===== config.mk =====
export PLATFORM = sky130hd
export DESIGN_NAME = demux_1to4_stream_flat
export DESIGN_NICKNAME = d
export VERILOG_FILES = /design/src/rtl/demux_1to4_stream_pkg.sv /design/src/rtl/demux_1to4_stream_if.sv /design/src/rtl/demux_1to4_stream_stage.sv /design/src/rtl/demux_1to4_stream.sv /design/src/flat_wrapper.sv
export SDC_FILE = /design/constraint.sdc
export NUM_CORES = 1
export LEC_CHECK = 0
export CAP_MARGIN = 15
export CORE_UTILIZATION = 34
export CTS_CLUSTER_SIZE = 25
export DETAILED_ROUTE_END_ITERATION = 8
export HOLD_SLACK_MARGIN = 0.12
export PLACE_DENSITY = 0.72
export SKIP_CTS_REPAIR_TIMING = 1
export SLEW_MARGIN = 5
export SYNTH_ARGS = -nofsm -noshare
export SYNTH_HDL_FRONTEND = slang
export SYNTH_SLANG_ARGS = --single-unit
export TNS_END_PERCENT = 5

===== constraint.sdc =====
create_clock -name clk -period 1.4 [get_ports clk]
set_input_delay 0.35 -clock clk [delete_from_list [all_inputs] [get_ports clk]]
set_output_delay 0.35 -clock clk [all_outputs]
set_load 0.02 [all_outputs]

===== src/rtl/demux_1to4_stream_pkg.sv =====
// Shared types for the 1-to-4 stream demultiplexer.
//   NUM_PORTS  : number of output streams
//   port_sel_t : 2-bit destination select
//   state_t    : packet framing state (IDLE = no packet open, PKT = packet open)
package demux_pkg;
  localparam int NUM_PORTS = 4;
  typedef logic [1:0] port_sel_t;
  typedef enum logic {IDLE = 1'b0, PKT = 1'b1} state_t;
endpackage


===== src/rtl/demux_1to4_stream_if.sv =====
// Stream bundle for demux_1to4_stream: one input stream, four output streams.
//   in_data/in_sel/in_last/in_valid -> in_ready : upstream beat + destination
//   out_data[k]/out_last[k]/out_valid[k] <- out_ready[k] : per-port downstream
//   out_data is packed so port k sits at bits [k*DATA_W +: DATA_W].
// master = stream source/sink side, slave = demux side.
interface demux_1to4_stream_if #(parameter int DATA_W = 8);
  import demux_pkg::*;
  logic [DATA_W-1:0]                 in_data;
  port_sel_t                         in_sel;
  logic                              in_last;
  logic                              in_valid;
  logic                              in_ready;
  logic [NUM_PORTS-1:0][DATA_W-1:0]  out_data;
  logic [NUM_PORTS-1:0]              out_last;
  logic [NUM_PORTS-1:0]              out_valid;
  logic [NUM_PORTS-1:0]              out_ready;

  modport master (
    output in_data, in_sel, in_last, in_valid, out_ready,
    input  in_ready, out_data, out_last, out_valid
  );
  modport slave (
    input  in_data, in_sel, in_last, in_valid, out_ready,
    output in_ready, out_data, out_last, out_valid
  );
endinterface


===== src/rtl/demux_1to4_stream_stage.sv =====
// stream_reg_stage: one-entry valid/ready register carrying data, last and
// destination port. Fills and drains in the same cycle for full throughput.
//   clk, rst            : clock, synchronous active-high reset
//   in_valid/in_ready   : upstream handshake; in_data/in_last/in_port payload
//   full                : stage holds a beat
//   q_data/q_last/q_port: held beat
//   q_ready             : ready of the downstream port the held beat targets
module stream_reg_stage
  import demux_pkg::*;
#(
  parameter int DATA_W = 8
) (
  input  logic              clk,
  input  logic              rst,
  input  logic              in_valid,
  output logic              in_ready,
  input  logic [DATA_W-1:0] in_data,
  input  logic              in_last,
  input  port_sel_t         in_port,
  output logic              full,
  output logic [DATA_W-1:0] q_data,
  output logic              q_last,
  output port_sel_t         q_port,
  input  logic              q_ready
);
  // Accept when empty, or when the held beat leaves on this same edge.
  assign in_ready = !full || q_ready;

  always_ff @(posedge clk) begin
    if (rst) begin
      full   <= 1'b0;
      q_data <= '0;
      q_last <= 1'b0;
      q_port <= '0;
    end else if (in_valid && in_ready) begin
      full   <= 1'b1;
      q_data <= in_data;
      q_last <= in_last;
      q_port <= in_port;
    end else if (full && q_ready) begin
      full   <= 1'b0;
    end
  end
endmodule


===== src/rtl/demux_1to4_stream.sv =====
// demux_1to4_stream: routes whole packets from one valid/ready stream to one
// of four output streams. The select is sampled on a packet's first beat and
// held until its last beat; output goes through one register stage.
//   clk, rst  : clock, synchronous active-high reset
//   bus       : demux_1to4_stream_if.slave (input stream + 4 output streams)
//   pkt_count : (only with DEMUX_PKT_COUNT_EN) 16-bit per-port count of
//               drained last beats, port k at [k*16 +: 16], wraps at 16'hFFFF
module demux_1to4_stream
  import demux_pkg::*;
#(
  parameter int DATA_W = 8
) (
  input  logic                          clk,
  input  logic                          rst,
  demux_1to4_stream_if.slave            bus
`ifdef DEMUX_PKT_COUNT_EN
  ,
  output logic [NUM_PORTS-1:0][15:0]    pkt_count
`endif
);
  state_t            state, state_n;
  port_sel_t         sel_q, sel_n;
  port_sel_t         route_sel;
  logic              accept;
  logic              st_full, st_last;
  logic [DATA_W-1:0] st_data;
  port_sel_t         st_port;

  // First beat routes on the live select; later beats use the latched one.
  assign route_sel = (state == IDLE) ? bus.in_sel : sel_q;
  assign accept    = bus.in_valid && bus.in_ready;

  always_ff @(posedge clk) begin
    if (rst) begin
      state <= IDLE;
      sel_q <= '0;
    end else begin
      state <= state_n;
      sel_q <= sel_n;
    end
  end

  always_comb begin
    state_n = state;
    sel_n   = sel_q;
    case (state)
      IDLE: if (accept) begin
        sel_n = bus.in_sel;
        if (!bus.in_last) state_n = PKT;
      end
      PKT: if (accept && bus.in_last) state_n = IDLE;
      default: state_n = IDLE;
    endcase
  end

  stream_reg_stage #(.DATA_W(DATA_W)) u_stage (
    .clk      (clk),
    .rst      (rst),
    .in_valid (bus.in_valid),
    .in_ready (bus.in_ready),
    .in_data  (bus.in_data),
    .in_last  (bus.in_last),
    .in_port  (route_sel),
    .full     (st_full),
    .q_data   (st_data),
    .q_last   (st_last),
    .q_port   (st_port),
    .q_ready  (bus.out_ready[st_port])
  );

  // Fan-out: only the held beat's port sees valid/data/last; others read 0.
  for (genvar k = 0; k < NUM_PORTS; k++) begin : g_port
    assign bus.out_valid[k] = st_full && (st_port == port_sel_t'(k));
    assign bus.out_data[k]  = bus.out_valid[k] ? st_data : '0;
    assign bus.out_last[k]  = bus.out_valid[k] && st_last;
`ifdef DEMUX_PKT_COUNT_EN
    always_ff @(posedge clk) begin
      if (rst)
        pkt_count[k] <= '0;
      else if (bus.out_valid[k] && bus.out_ready[k] && bus.out_last[k])
        pkt_count[k] <= pkt_count[k] + 16'd1;
    end
`endif
  end
endmodule


===== src/flat_wrapper.sv =====
// flat-port wrapper written by rule: the top's interface ports become plain ports
module demux_1to4_stream_flat import demux_pkg::*;
#(
  parameter int DATA_W = 8
)
  (clk, rst, bus_in_data, bus_in_sel, bus_in_last, bus_in_valid, bus_out_ready, bus_in_ready, bus_out_data, bus_out_last, bus_out_valid);
  demux_1to4_stream_if #(.DATA_W(DATA_W)) bus_i ();
  input  logic clk;
  input  logic rst;
  input wire logic [$bits(bus_i.in_data)-1:0] bus_in_data;
  input wire logic [$bits(bus_i.in_sel)-1:0] bus_in_sel;
  input wire logic [$bits(bus_i.in_last)-1:0] bus_in_last;
  input wire logic [$bits(bus_i.in_valid)-1:0] bus_in_valid;
  input wire logic [$bits(bus_i.out_ready)-1:0] bus_out_ready;
  output wire logic [$bits(bus_i.in_ready)-1:0] bus_in_ready;
  output wire logic [$bits(bus_i.out_data)-1:0] bus_out_data;
  output wire logic [$bits(bus_i.out_last)-1:0] bus_out_last;
  output wire logic [$bits(bus_i.out_valid)-1:0] bus_out_valid;
  assign bus_i.in_data = bus_in_data;
  assign bus_i.in_sel = bus_in_sel;
  assign bus_i.in_last = bus_in_last;
  assign bus_i.in_valid = bus_in_valid;
  assign bus_i.out_ready = bus_out_ready;
  assign bus_in_ready = bus_i.in_ready;
  assign bus_out_data = bus_i.out_data;
  assign bus_out_last = bus_i.out_last;
  assign bus_out_valid = bus_i.out_valid;
  demux_1to4_stream #(.DATA_W(DATA_W)) u_core (.clk(clk), .rst(rst), .bus(bus_i));
endmodule

Word-level counts from Yosys, hierarchy flattened
Index checks and enable logic that the tools add are counted.
{"block": "word_totals", "reg_bits": 15, "inputBits": 18, "output_inout_bits": 41, "elab_cells": 40}
{"block": "classes", "magnitude_cmp": 1, "eq_ne": 3, "muxes": 13, "n_bitwise": 1, "n_reduce_logical": 16}
{"operator": "$mux 8", "n": 4}
{"operator": "$logic_and 1x1->1", "n": 11}
{"operator": "$mux 1", "n": 6}
{"operator": "$eq 2x2->1 const B", "n": 2}
{"operator": "$lt 2x3->1 const B", "n": 1}
{"operator": "$bmux 1 s2", "n": 1}
{"operator": "$eq 2x1->1 const B", "n": 1}
{"operator": "$logic_not 2->1", "n": 1}
{"operator": "$mux 2", "n": 1}
{"operator": "$pmux 1 s2", "n": 1}
{"operator": "$reduce_and 2->1", "n": 1}
{"operator": "$reduce_bool 2->1", "n": 1}
{"operator": "$logic_not 1->1", "n": 1}
{"operator": "$logic_or 1x1->1", "n": 1}
{"operator": "$not 1->1", "n": 1}

Longest topological paths before layout
{"block": "logic_depth", "ltp_word": 7, "depth_mapped": 5}

Modules after synthesis
Synthesis repeated with hierarchy kept, for this count alone.
{"block": "hier_totals", "cells_unflattened": 120, "hier_area_um2": 1031.0}
{"module": "stream_reg_stage", "instances": 1, "cells_per_inst": 54, "area_per_inst_um2": 550.5}
{"module": "demux_1to4_stream", "instances": 1, "cells_per_inst": 66, "area_per_inst_um2": 480.5}

Worst setup path after synthesis
No wires, ideal clock.
{"block": "synth_timing", "kind": "reg2out", "start": "register u_core.u_stage.full", "end": "output port bus_out_data[0]", "t_arrival_ns": 1.391, "required_time_ns": 1.050, "path_slack_ns": -0.341, "stages_incl_launch_ff": 5, "cell_sequence": "dfxtp_1 nor2b_1 and2b_1 clkbuf_1 and2_1"}
{"block": "synth_between", "elab_chain_len": 2}
{"item": "start: declaration", "line": "demux_1to4_stream_stage.sv:20", "rtl": "output logic full,"}
{"item": "start signal: assignment", "line": "demux_1to4_stream_stage.sv:31", "rtl": "full <= 1'b0;"}
{"item": "start signal: assignment", "line": "demux_1to4_stream_stage.sv:36", "rtl": "full <= 1'b1;"}
{"item": "start signal: assignment", "line": "demux_1to4_stream_stage.sv:41", "rtl": "full <= 1'b0;"}
{"item": "$logic_and 1x1->1", "line": "demux_1to4_stream.sv:73", "rtl": "assign bus.out_valid[k] = st_full && (st_port == port_sel_t'(k));"}
{"item": "via bus_out_valid[0]", "line": "flat_wrapper.sv:18", "rtl": "output wire logic [$bits(bus_i.out_valid)-1:0] bus_out_valid;"}
{"item": "$mux 8", "line": "demux_1to4_stream.sv:74", "rtl": "assign bus.out_data[k] = bus.out_valid[k] ? st_data : '0;"}
{"item": "end: declaration", "line": "flat_wrapper.sv:16", "rtl": "output wire logic [$bits(bus_i.out_data)-1:0] bus_out_data;"}
The timed path passes the listed nets, and every way through them passes these cells.

Final worst setup path
{"block": "layout_timing", "start": "register u_core.u_stage.q_port[0]", "end": "output port bus_out_data[7]"}
{"block": "layout_between", "elab_chain_len": 3}
{"item": "start: declaration", "line": "demux_1to4_stream_stage.sv:23", "rtl": "output port_sel_t q_port,"}
{"item": "start signal: assignment", "line": "demux_1to4_stream_stage.sv:39", "rtl": "q_port <= in_port;"}
{"item": "$logic_not 2->1", "line": "demux_1to4_stream.sv:73"}
{"item": "$logic_and 1x1->1", "line": "demux_1to4_stream.sv:73"}
{"item": "$mux 8", "line": "demux_1to4_stream.sv:74"}
Every way passes these cells.

==> flow_metrics.env <==
export IMPL_fp_row_count=19
export IMPL_antenna_found_initial=0
export IMPL_dp_hpwl_um=2312
export IMPL_r2r_end="u_core.u_stage.q_data[4]"
export IMPL_leakage_nw=0.9177
export IMPL_rsz0062_at_grt="yes"
export IMPL_synth_top_family_by_area="simple AND/OR/NAND/NOR gates"
export IMPL_final_cell_mix="buf_4 (30), nand2b_1 (23), and2_1 (21)"
export IMPL_critPathRequiredTime_ns=1.05
export IMPL_drc_errors=8
export IMPL_antenna_left=0
export IMPL_synth_compound_area_share_pct=4.463
export IMPL_whs_path_depth=2
export IMPL_layout_commonest_cell="buf_4"
export IMPL_vias=1111
export IMPL_numPortBuffers=58
export IMPL_synth_fa_ha_area_share_pct=0
export IMPL_track_usage_pct=18.67
export IMPL_reg2regPathDepth=6
export IMPL_fmax_ghz=0.5915
export IMPL_ys_warn_count=0
export IMPL_cts_tree="yes"
export IMPL_synth_xor_area_share_pct=0
export IMPL_hold_viol_final=0
export IMPL_slowest_stage="dfxtp_4"
export IMPL_layout_drive_gt1_share_pct=45.73
export IMPL_core_area_um2=2829
export IMPL_endpoint="bus_out_data[7]"
export IMPL_grt_pass1_vias=1034
export IMPL_clkTransAtPathRegs_ns=0.09
export IMPL_crit_path_max_incr_delay_ns=0.38
export IMPL_nFillCells=237
export IMPL_grt_overflow=0
export IMPL_synth_cell_type_count=19
export IMPL_max_slew_worst_pin_slew_ns=0.3208
export IMPL_dp_slack_ns=-0.7544
export IMPL_drt_iter0_drc=43
export IMPL_slew_viol_final=0
export IMPL_clock_root_buffer="clkbuf_4"
export IMPL_post_route_min_period_ns=1.691
export IMPL_layout_area_overhead_vs_synth_pct=78.53
export IMPL_failed_checks="DRC, setup timing"
export IMPL_grt_pass1_wl_um=4671
export IMPL_rrSetupSlack_ns=-0.25
export IMPL_synthSimpleGateAreaFrac_pct=42.34
export IMPL_synthCells=120
export IMPL_grt_max_degree=15
export IMPL_cts_htree_levels=1
export IMPL_fin_tns_setup_ns=-11.83
export IMPL_clk_path_buf_depth=2
export IMPL_outcome="finished, violations left"
export IMPL_powerDensity_nw_per_um2=597.8
export IMPL_skew_ns=0.007562
export IMPL_finalHoldWorstSlack_ns=0.4979
export IMPL_layout_setup_ws_ns=-0.2907
export IMPL_die_area_um2=3276
export IMPL_arrival_ns=1.34
export IMPL_yosysSeqAreaShare_pct=28.95
export IMPL_synth_area_um2=1037
export IMPL_crit_type="flip-flop to output pin"
export IMPL_die_x_um=57.24
export IMPL_drt_pass1_iterations=6
export IMPL_synthMuxAreaShare_pct=18.82
export IMPL_hp_class="flip-flop to flip-flop"
export IMPL_antenna_diode_count=0
export IMPL_fin_crit_sh_pct=120.8
export IMPL_place_congestion=0.7274
export IMPL_initial_core_util_pct=36.67
export IMPL_irDropWorstVdd_v=0.0005281
export IMPL_syn_avg_cell_area_um2=8.644
export IMPL_layout_nets=218
export IMPL_syn_nets=138
export IMPL_cp_end_kind="output pin"
export IMPL_slew_headroom_pct=78.62
export IMPL_avgViaCountPerCell=4.830
export IMPL_worstPathCellList="buf_4 -> and2b_2 -> and2_1 -> buf_2"
export IMPL_routed_wl_um=3080
export IMPL_synth_seq_cells=15
export IMPL_cts_buffers=3
export IMPL_chipHeight_um=57.24
export IMPL_numClockSinks=15
export IMPL_pin_count=59
export IMPL_drv_cap=0
export IMPL_routedWlPerCell_um=13.39
export IMPL_setup_violations=55
export IMPL_crit_path_max_fanout=6
export IMPL_r2r_start="u_core.u_stage.q_port[0]"
export IMPL_clkLatencyLatePin_ns=0.28
export IMPL_crit_start="u_core.u_stage.q_port[0]"
export IMPL_start_kind="flip-flop"
## worst min-delay path by stage
stage | slack, ns | from | end
after floorplan | 0.45 | u_core.sel_q[0] | u_core.sel_q[0]
after global placement | 0.46 | u_core.sel_q[0] | u_core.sel_q[0]
after detailed placement | 0.50 | u_core.sel_q[0] | u_core.sel_q[0]
after CTS | 0.51 | u_core.sel_q[0] | u_core.sel_q[0]
after global routing | 0.53 | u_core.sel_q[1] | u_core.sel_q[1]
final | 0.50 | u_core.sel_q[0] | u_core.sel_q[0]
## through the flow
step                      total power [mW]  cells  utilization [%]  area (um^2)
final                                1.107    230            65.46         1852
after global routing                 1.173    230            65.46         1852
after CTS                            1.086    227            64.53         1826
after detailed placement            0.8363    223            63.60         1799
after global placement              0.8242    223            63.60         1799
after floorplan                     0.6583    120                -         1044
## metal layers
| metal | routed length, um | GRT usage, % | share of wire (%) | vias up |
|---|---|---|---|---|
| li1 | - | - | - | 556 |
| met1 | 1304 | 21.85 | 42 | 509 |
| met2 | 1526 | 34.29 | 50 | 42 |
| met3 | 204 | 2.494 | 6.6 | 4 |
| met4 | 44 | 7.317 | 1.4 | 0 |
| met5 | 0 | 0 | 0 | - |
## synth_stat cells
cell type	count	share of area (%)
and2_1	29	17
buf_6	2	2.2
nor2b_1	4	2.4
dfxtp_1	15	29
mux2i_2	2	2.7
mux2_4	1	1.4
mux2_1	2	2.2
inv_1	1	0.36
a22oi_1	1	0.72
a221o_1	1	0.97
a221oi_2	1	1.4
nand2b_1	23	14
and2b_1	2	1.4
mux2i_1	13	13
a221oi_1	1	0.84
a21oi_1	1	0.48
clkbuf_1	8	2.9
and3_1	10	6.0
nor2_1	3	1.1
## cell type report
type | instances | area, um^2 | share of cell area, %
Multi-Input combinational cell | 96 | 758.2 | 40.95
Timing Repair Buffer | 83 | 715.7 | 38.65
Sequential cell | 15 | 309.0 | 16.69
Tap cell | 31 | 38.79 | 2.095
Clock buffer | 4 | 26.28 | 1.419
Inverter | 1 | 3.754 | 0.2027
## registers in the layout, indices dropped and copies added, names as in the netlist, named ones only
register / count
u_core.u_stage.q_data: 8
u_core.sel_q: 2
u_core.u_stage.q_port: 2
u_core.u_stage.full: 1
u_core.u_stage.q_last: 1
## cell families after synthesis
family	Yosys count
AO/OA/AOI/OAI	5
flip-flops	15
AND/OR/NAND/NOR	71
multiplexers	18
buffers and inverters	11
## report_power, final
part / switching [mW] / total, mW / internal, mW / leakage, nW
clock network: 0.134 / 0.245 / 0.111 / 0.0150
logic: 0.148 / 0.367 / 0.219 / 0.777
registers: 0.0361 / 0.495 / 0.459 / 0.125
total: 0.318 / 1.11 / 0.788 / 0.918
## critical path, delay by kind of cell, from the launching register on
kind                   cells  cell delay (ns)
flip-flops                 1             0.38
buffers and inverters      2             0.27
AND/OR/NAND/NOR            2             0.40
Note: power is estimated with default switching activity, not from simulation.
